===== src/rtl/ternary_stream_loader.sv =====
// Program loader: assembles 9-trit words from a serial trit stream and writes
// them into instruction memory at consecutive balanced-ternary addresses.
module ternary_stream_loader #(
   parameter int unsigned MAX_WORDS = 243
) (
   input  logic        clock,
   input  logic        reset_n,
   input  logic        start,
   input  logic        in_valid,
   input  logic [1:0]  in_trit,
   output logic        in_ready,
   output logic        mem_write,
   output logic [17:0] mem_addr,
   output logic [17:0] mem_write_data,
   output logic        loading,
   output logic        done,
   output logic        error,
   output logic [17:0] word_count
);

   localparam int unsigned TRITS = 9;
   localparam int unsigned WW    = 2 * TRITS;
   localparam int          MAX_I = int'(MAX_WORDS);

   typedef enum logic [2:0] {
      S_IDLE, S_HEADER, S_BODY, S_WRITE, S_DONE, S_ERROR
   } state_t;

   state_t        state_q, state_d;
   logic [3:0]    idx_q;
   logic [WW-1:0] word_q;
   logic [WW-1:0] n_q;
   logic [WW-1:0] word_ins_c;
   logic [WW-1:0] count_inc_c;
   logic          beat_c, trit_bad_c, last_trit_c;
   logic          in_ready_d, mem_write_d, loading_d, done_d, error_d;
   int            hdr_val_c;

   // Balanced-ternary word to signed integer.
   function automatic int tern_to_int(input logic [WW-1:0] w);
      int v;
      v = 0;
      for (int k = TRITS - 1; k >= 0; k--) begin
         v = v * 3;
         if (w[2*k +: 2] == 2'b01)      v = v + 1;
         else if (w[2*k +: 2] == 2'b10) v = v - 1;
      end
      return v;
   endfunction

   // Balanced-ternary +1 with carry rippling upward from trit 0.
   function automatic logic [WW-1:0] tern_inc(input logic [WW-1:0] w);
      logic [WW-1:0] r;
      logic          carry;
      r     = w;
      carry = 1'b1;
      for (int k = 0; k < TRITS; k++) begin
         if (carry) begin
            case (w[2*k +: 2])
               2'b10:   begin r[2*k +: 2] = 2'b00; carry = 1'b0; end
               2'b00:   begin r[2*k +: 2] = 2'b01; carry = 1'b0; end
               2'b01:   r[2*k +: 2] = 2'b10;
               default: carry = 1'b0;
            endcase
         end
      end
      return r;
   endfunction

   assign beat_c      = in_valid && in_ready;
   assign trit_bad_c  = (in_trit == 2'b11);
   assign last_trit_c = (idx_q == 4'(TRITS - 1));
   assign count_inc_c = tern_inc(word_count);
   assign hdr_val_c   = tern_to_int(word_ins_c);

   // Word register with the incoming trit placed at the current index.
   always_comb begin
      word_ins_c = word_q;
      for (int k = 0; k < TRITS; k++) begin
         if (idx_q == 4'(k)) word_ins_c[2*k +: 2] = in_trit;
      end
   end

   // State register.
   always_ff @(posedge clock or negedge reset_n) begin
      if (!reset_n) state_q <= S_IDLE;
      else          state_q <= state_d;
   end

   // Next-state logic.
   always_comb begin
      state_d = state_q;
      case (state_q)
         S_IDLE:   if (start) state_d = S_HEADER;
         S_HEADER: begin
            if (beat_c) begin
               if (trit_bad_c)       state_d = S_ERROR;
               else if (last_trit_c) state_d = (hdr_val_c >= 1 && hdr_val_c <= MAX_I)
                                               ? S_BODY : S_ERROR;
            end
         end
         S_BODY: begin
            if (beat_c) begin
               if (trit_bad_c)       state_d = S_ERROR;
               else if (last_trit_c) state_d = S_WRITE;
            end
         end
         S_WRITE:  state_d = (count_inc_c == n_q) ? S_DONE : S_BODY;
         S_DONE:   state_d = S_IDLE;
         S_ERROR:  if (start) state_d = S_HEADER;
         default:  state_d = S_IDLE;
      endcase
   end

   // Control outputs decoded from the upcoming state so they register cleanly.
   always_comb begin
      in_ready_d  = (state_d == S_HEADER) || (state_d == S_BODY);
      mem_write_d = (state_d == S_WRITE);
      loading_d   = (state_d == S_HEADER) || (state_d == S_BODY) || (state_d == S_WRITE);
      done_d      = (state_d == S_DONE);
      error_d     = (state_d == S_ERROR);
   end

   // Registered control outputs.
   always_ff @(posedge clock or negedge reset_n) begin
      if (!reset_n) begin
         in_ready  <= 1'b0;
         mem_write <= 1'b0;
         loading   <= 1'b0;
         done      <= 1'b0;
         error     <= 1'b0;
      end else begin
         in_ready  <= in_ready_d;
         mem_write <= mem_write_d;
         loading   <= loading_d;
         done      <= done_d;
         error     <= error_d;
      end
   end

   // Trit assembly, header capture, write data and address/count advance.
   always_ff @(posedge clock or negedge reset_n) begin
      if (!reset_n) begin
         idx_q          <= '0;
         word_q         <= '0;
         n_q            <= '0;
         mem_addr       <= '0;
         mem_write_data <= '0;
         word_count     <= '0;
      end else begin
         case (state_q)
            S_IDLE, S_ERROR: begin
               if (start) begin
                  idx_q      <= '0;
                  word_q     <= '0;
                  mem_addr   <= '0;
                  word_count <= '0;
               end
            end
            S_HEADER, S_BODY: begin
               if (beat_c && !trit_bad_c) begin
                  if (last_trit_c) begin
                     idx_q  <= '0;
                     word_q <= '0;
                     if (state_q == S_HEADER) n_q            <= word_ins_c;
                     else                     mem_write_data <= word_ins_c;
                  end else begin
                     idx_q  <= idx_q + 4'd1;
                     word_q <= word_ins_c;
                  end
               end
            end
            S_WRITE: begin
               mem_addr   <= tern_inc(mem_addr);
               word_count <= count_inc_c;
            end
            default: ;
         endcase
      end
   end

endmodule


===== config.mk =====
export PLATFORM = sky130hd
export DESIGN_NAME = ternary_stream_loader
export DESIGN_NICKNAME = d
export VERILOG_FILES = /design/src/rtl/ternary_stream_loader.sv
export SDC_FILE = /design/constraint.sdc
export NUM_CORES = 1
export LEC_CHECK = 0
export CAP_MARGIN = 20
export CORE_MARGIN = 2
export CORE_UTILIZATION = 39
export CTS_BUF_LIST = sky130_fd_sc_hd__clkbuf_8 sky130_fd_sc_hd__clkbuf_16
export CTS_CLUSTER_DIAMETER = 30
export DETAILED_ROUTE_END_ITERATION = 6
export SLEW_MARGIN = 20
export SYNTH_ARGS = -nofsm -noshare
export SYNTH_HDL_FRONTEND = slang
export SYNTH_SLANG_ARGS = --single-unit

===== constraint.sdc =====
create_clock -name clock -period 53.8 [get_ports clock]
set_input_delay 10.76 -clock clock [delete_from_list [all_inputs] [get_ports clock]]
set_output_delay 10.76 -clock clock [all_outputs]
set_load 0.02 [all_outputs]

# Word level (Yosys, flattened, before mapping)
# Index checks and enable logic that the tools add are counted.
# classes
addsub	17
mul	8
n_div	0
order_cmp	2
n_eq_ne	92
n_shift	0
n_mux	119
n_bitwise	1
reduce_logical	43
# ops
cell	count
32-bit 2-to-1 mux	18
32-bit by 2-bit adder with 32-bit output (second input constant)	8
32-bit by 3-bit multiplier with 32-bit output (second input constant)	8
32-bit by 2-bit subtractor with 32-bit output (second input constant)	8
18-bit case mux with 2 select lines	3
2-bit case mux with 3 select lines	18
2-bit == test (second input constant)	28
2-bit by 1-bit == test with 1-bit output (second input constant)	27
18-bit 2-to-1 mux	3
2-bit 2-to-1 mux	25
4-bit AND reduction	10
1-bit 2-to-1 mux	38
2-bit logical NOT	18
4-bit by 1-bit != test with 1-bit output (second input constant)	9
32-bit by 2-bit greater-or-equal comparator with 1-bit output (second input constant)	1
32-bit by 9-bit less-or-equal comparator with 1-bit output (second input constant)	1
3-bit 2-to-1 mux	9
18-bit == test	1
2-bit by 1-bit != test with 1-bit output (second input constant)	9
4-bit by 3-bit == test with 1-bit output (second input constant)	4
3-bit by 2-bit == test with 1-bit output (second input constant)	4
4-bit 2-to-1 mux	3
3-bit case mux with 4 select lines	1
3-bit == test (second input constant)	3
17 further kinds	25
# word_totals
reg_bits	102
latch_bits	0
mem_bits_rw	0
romBits	0
input_bits	6
out_inout_bits	59
memories	0

# Longest topological paths before layout
# depth
word_depth	47
ltp_mapped	104
ltp_nobuf	100

# Worst setup path before layout
# No wires, ideal clock.
# synth_timing
path_type	in2reg
start	in in_trit[0]
end	reg loading
setup_time_ps	65
t_arrival_ps	30874
t_required_ps	53735
setup_slack_ps	22861
stages	91
path_buffers	5
cell_sequence	buf_2 clkbuf_1 mux2i_1 inv_1 ha_1 mux2i_1 ha_1 ha_1 a21o_1 and2_1 clkbuf_1 clkinv_1 nor2_1 ha_1 clkbuf_1 nor4_1 a31oi_1 nand2_1 [... 55 more ...] ha_1 ha_1 inv_1 o21ai_0 or3_1 nor3_1 or3_1 xor2_1 or4b_1 nor4_1 a41oi_1 xnor2_1 xnor2_1 xnor3_1 xnor3_1 a21oi_1 a211o_1 o21ba_1
# synth_between
elab_chain_len	46
elab_cells_between_ends	85
classes_between	add/sub (16); mul (8); order compare (2); eq/ne (22); mux (34); reduce/logical (3)
# synth_lines
item	line	text
start: declaration	10	input logic [1:0] in_trit,
2-bit 2-to-1 mux *	80	if (idx_q == 4'(k)) word_ins_c[2*k +: 2] = in_trit;
via word_ins_c[16]	33	logic [WW-1:0] word_ins_c;
2-bit == test	46	else if (w[2*k +: 2] == 2'b10) v = v - 1;
32-bit 2-to-1 mux	46	
32-bit 2-to-1 mux *	45	if (w[2*k +: 2] == 2'b01) v = v + 1;
32-bit by 3-bit multiplier with 32-bit output *	44	v = v * 3;
32-bit by 2-bit subtractor with 32-bit output	46	
32-bit 2-to-1 mux	46	
[... 33 more ...]	-	
3-bit 2-to-1 mux *	97	if (trit_bad_c) state_d = S_ERROR;
3-bit 2-to-1 mux *	96	if (beat_c) begin
3-bit case mux with 4 select lines *	93	case (state_q)
via state_d[2]	29	state_t state_q, state_d;
3-bit by 1-bit == test with 1-bit output / 3-bit by 2-bit == test with 1-bit output (equally long branches)	119	loading_d = (state_d == S_HEADER) || (state_d == S_BODY) || (state_d == S_WRITE);
1-bit logical OR	119	
1-bit logical OR *	119	
via loading_d	36	logic in_ready_d, mem_write_d, loading_d, done_d, error_d;
end signal: assignment	135	loading <= loading_d;
end: declaration	15	output logic loading,
# Mark *: on every way through the listed nets, which the timed path passes. The rest lies on a longest branch.
# A chain may end at the register's enable or synchronous reset.

# Worst setup path after layout
# Ends and elaborated chain as after synthesis.

==> results.sh <==
export IMPL_synth_cells=3452
export IMPL_crit_top_cell="xnor2_1"
export IMPL_grt_pass1_wl_mm=116.4
export IMPL_m1WireLength_mm=34.61
export IMPL_max_stage_delay_ns=0.79
export IMPL_top_layer="met4"
export IMPL_area_delta_synth_final_pct=6.481
export IMPL_dr_wl_met2_mm=30.11
export IMPL_antenna_found_initial=0
export IMPL_core_area_um2=65980
export IMPL_finalNetCount=3860
export IMPL_synth_area_leaders="ha_1 20%, dfrtp_1 9.8%, xnor2_1 8.1%"
export IMPL_gr_total_overflow=0
export IMPL_rsz0062_at_grt="no"
export IMPL_startpoint_type="input port"
export IMPL_cts_tree="built"
export IMPL_hold_class="reg -> reg"
export IMPL_n_antenna_cell=0
export IMPL_slew_headroom_pct=31.47
export IMPL_grt_max_degree=66
export IMPL_status="complete, no violations"
export IMPL_worst_pin_slew_ns=1.022
export IMPL_final_cells=4307
export IMPL_syn_nets=3874
export IMPL_drt_drc_violations_left=0
export IMPL_drive_above_1_share_pct=3.456
export IMPL_synth_most_common_cell="ha_1"
export IMPL_async_reset_ff_share_pct=100.0
export IMPL_synth_common_cells="409 x ha_1, 314 x nand2_1, 262 x nor2_1, 242 x xnor2_1, 232 x a21oi_1"
export IMPL_yosysUniqueCellTypes=114
export IMPL_start_util_pct=39.47
export IMPL_routed_wl_met3_mm=3.274
export IMPL_gp_congestion=0.8945
export IMPL_ff2ff_setup_slack_ns=29.43
export IMPL_port_buffers=64
export IMPL_setup_viol=0
export IMPL_synth_area_um2=26040
export IMPL_clock_root_buffer="clkbuf_16"
export IMPL_worst_setup_path_end_kind="register"
export IMPL_die_area_um2=68860
export IMPL_die_height_um=262.4
export IMPL_synth_edf_count=0
export IMPL_fp_dieW_um=262.4
export IMPL_r2r_start="idx_q[2]"
export IMPL_hold_buffers=0
export IMPL_drt_iter0_markers=1798
export IMPL_drv_slew=0
export IMPL_period_share_pct=63.38
export IMPL_ant_nets=0
export IMPL_cts_max_path_buffers=2
export IMPL_crit_type="in -> reg"
export IMPL_wl_per_cell_um=15.96
export IMPL_grt_usage_pct=19.41
export IMPL_period_minus_slack_ns=34.10
export IMPL_dp_cells=4291
export IMPL_synth_warnings=0
export IMPL_placed_area_um2=27430
export IMPL_routed_wl_mm=68.73
export IMPL_vias=25150
export IMPL_cts_sinks=102
export IMPL_fin_setup_tns_ns=0
export IMPL_hold_viol_final=0
export IMPL_clock_latency_ns=0.35
export IMPL_required_ns=54.09
export IMPL_ys_ff_latch=102
export IMPL_seq_area_frac_synth_pct=9.801
export IMPL_postCtsSetupBuffers=0
export IMPL_dr_pass1_iters=5
export IMPL_ioPinCount=65
export IMPL_worst_endpoint_arrival_ns=34.39
export IMPL_fmax_mhz=29.33
export IMPL_via_per_inst=5.840
export IMPL_cts_max_level=3
export IMPL_hold_start="word_q[17]"
export IMPL_syn_avg_cell_area_um2=7.544
export IMPL_rows=94
export IMPL_hpwl_mm=57.05
export IMPL_crit_fanout=20
export IMPL_grt_pass1_vias=23280
export IMPL_fin_worst_skew_ns=0.006986
export IMPL_crit_start="in_trit[0]"
export IMPL_final_area_um2=27730
export IMPL_yosysTopAreaCell="ha_1"
export IMPL_clkTransAtPathRegs_ns=0.08
export IMPL_synthFlopType="dfrtp_1"
export IMPL_synth_top_area_share_pct=19.65
export IMPL_cap_violations=0
export IMPL_cts_resized=0
export IMPL_cts_buffers_inserted=9
export IMPL_crit_slowest_cell="nor4_1"
==> worst max-delay path: cells and delay by family <==
kind | cells | cell delay (ns)
muxes | 4 | 0.92
buffers and inverters | 5 | 1.30
AOI/OAI and AO/OA | 21 | 4.31
xor gates and xnor gates | 21 | 5.32
and+or+nand+nor | 27 | 7.05
adders and majority gates | 15 | 4.74
==> logic make-up (layout without fill, tap and decap cells) <==
kind of cell / after synthesis / after routing / synth area share, %
simple gates: 1268 / 1268 / 25.34
compound gates: 967 / 967 / 24.51
fa+ha+maj: 416 / 416 / 20.19
xor+xnor: 400 / 400 / 13.95
buf+inv: 227 / 218 / 3.368
flops: 102 / 102 / 9.801
mux: 72 / 72 / 2.849
==> sequential cells by signal, summed over array words and instances (netlist names) <==
signal and cells:
n_q 18, state_q 3, mem_write 1, mem_write_data 18
word_count 18, loading 1, error 1, done 1
in_ready 1, idx_q 4, word_q 18, mem_addr 18
==> stage by stage <==
step | util [%] | hold slack, ns | worst slack [ns]
after floorplan | - | 0.4492 | 22.86
after CTS | 42.03 | 0.4861 | 20.01
after global routing | 42.03 | 0.5248 | 17.67
after detailed placement | 41.58 | 0.4692 | 19.75
after global placement | 41.58 | 0.4633 | 19.63
final | 42.03 | 0.4854 | 19.70
==> per-layer routing <==
metal / track usage [%] / vias up
li1: - / 12870
met1: 28.21 / 11700
met2: 31.77 / 539
met3: 1.696 / 38
met4: 2.625 / 0
met5: 0 / -
==> cell type report <==
type                    count  area (um2)
multi-input cells        3123       22610
repair buffers             72       698.2
clock buffers               9       225.2
clock inverters             7       71.32
well taps                 864        1081
inverters                 130       488.0
fillers                  6813       38250
flip-flops and latches    102        2552
==> cells in the final DEF, fill, tap and decap left out, drive strengths merged, types with 22 or more instances in the layout <==
cell           netlist  routed
ha                 409     409
nand2              314     314
nor2               263     263
xnor2              245     245
a21oi              235     235
o21ai              226     226
xor2               149     149
inv                129     136
nor3               129     129
nand3              103     103
dfrtp              102     102
mux2i               68      68
a21o                63      63
clkdlybuf4s50        0      63
and3                59      59
a31oi               48      48
nand4               47      47
and2                46      46
or3                 42      42
nand2b              40      40
o21a                39      39
a211oi              38      38
nor4                38      38
o22ai               34      34
nor2b               33      33
or2                 32      32
o211ai              31      31
o31ai               26      26
nor3b               22      22
==> worst paths after layout <==
check                                  to  cells past startpoint
max                               loading                     93
min                            word_q[17]                      2
max reg2reg                       loading                     92
min reg2reg                    word_q[17]                      2
max in group asynchronous  word_count[15]                      2
min in group asynchronous    mem_addr[15]                      1
Power is not shown: default switching activity piles up to over one toggle a cycle in this logic, so the estimate is an artifact.
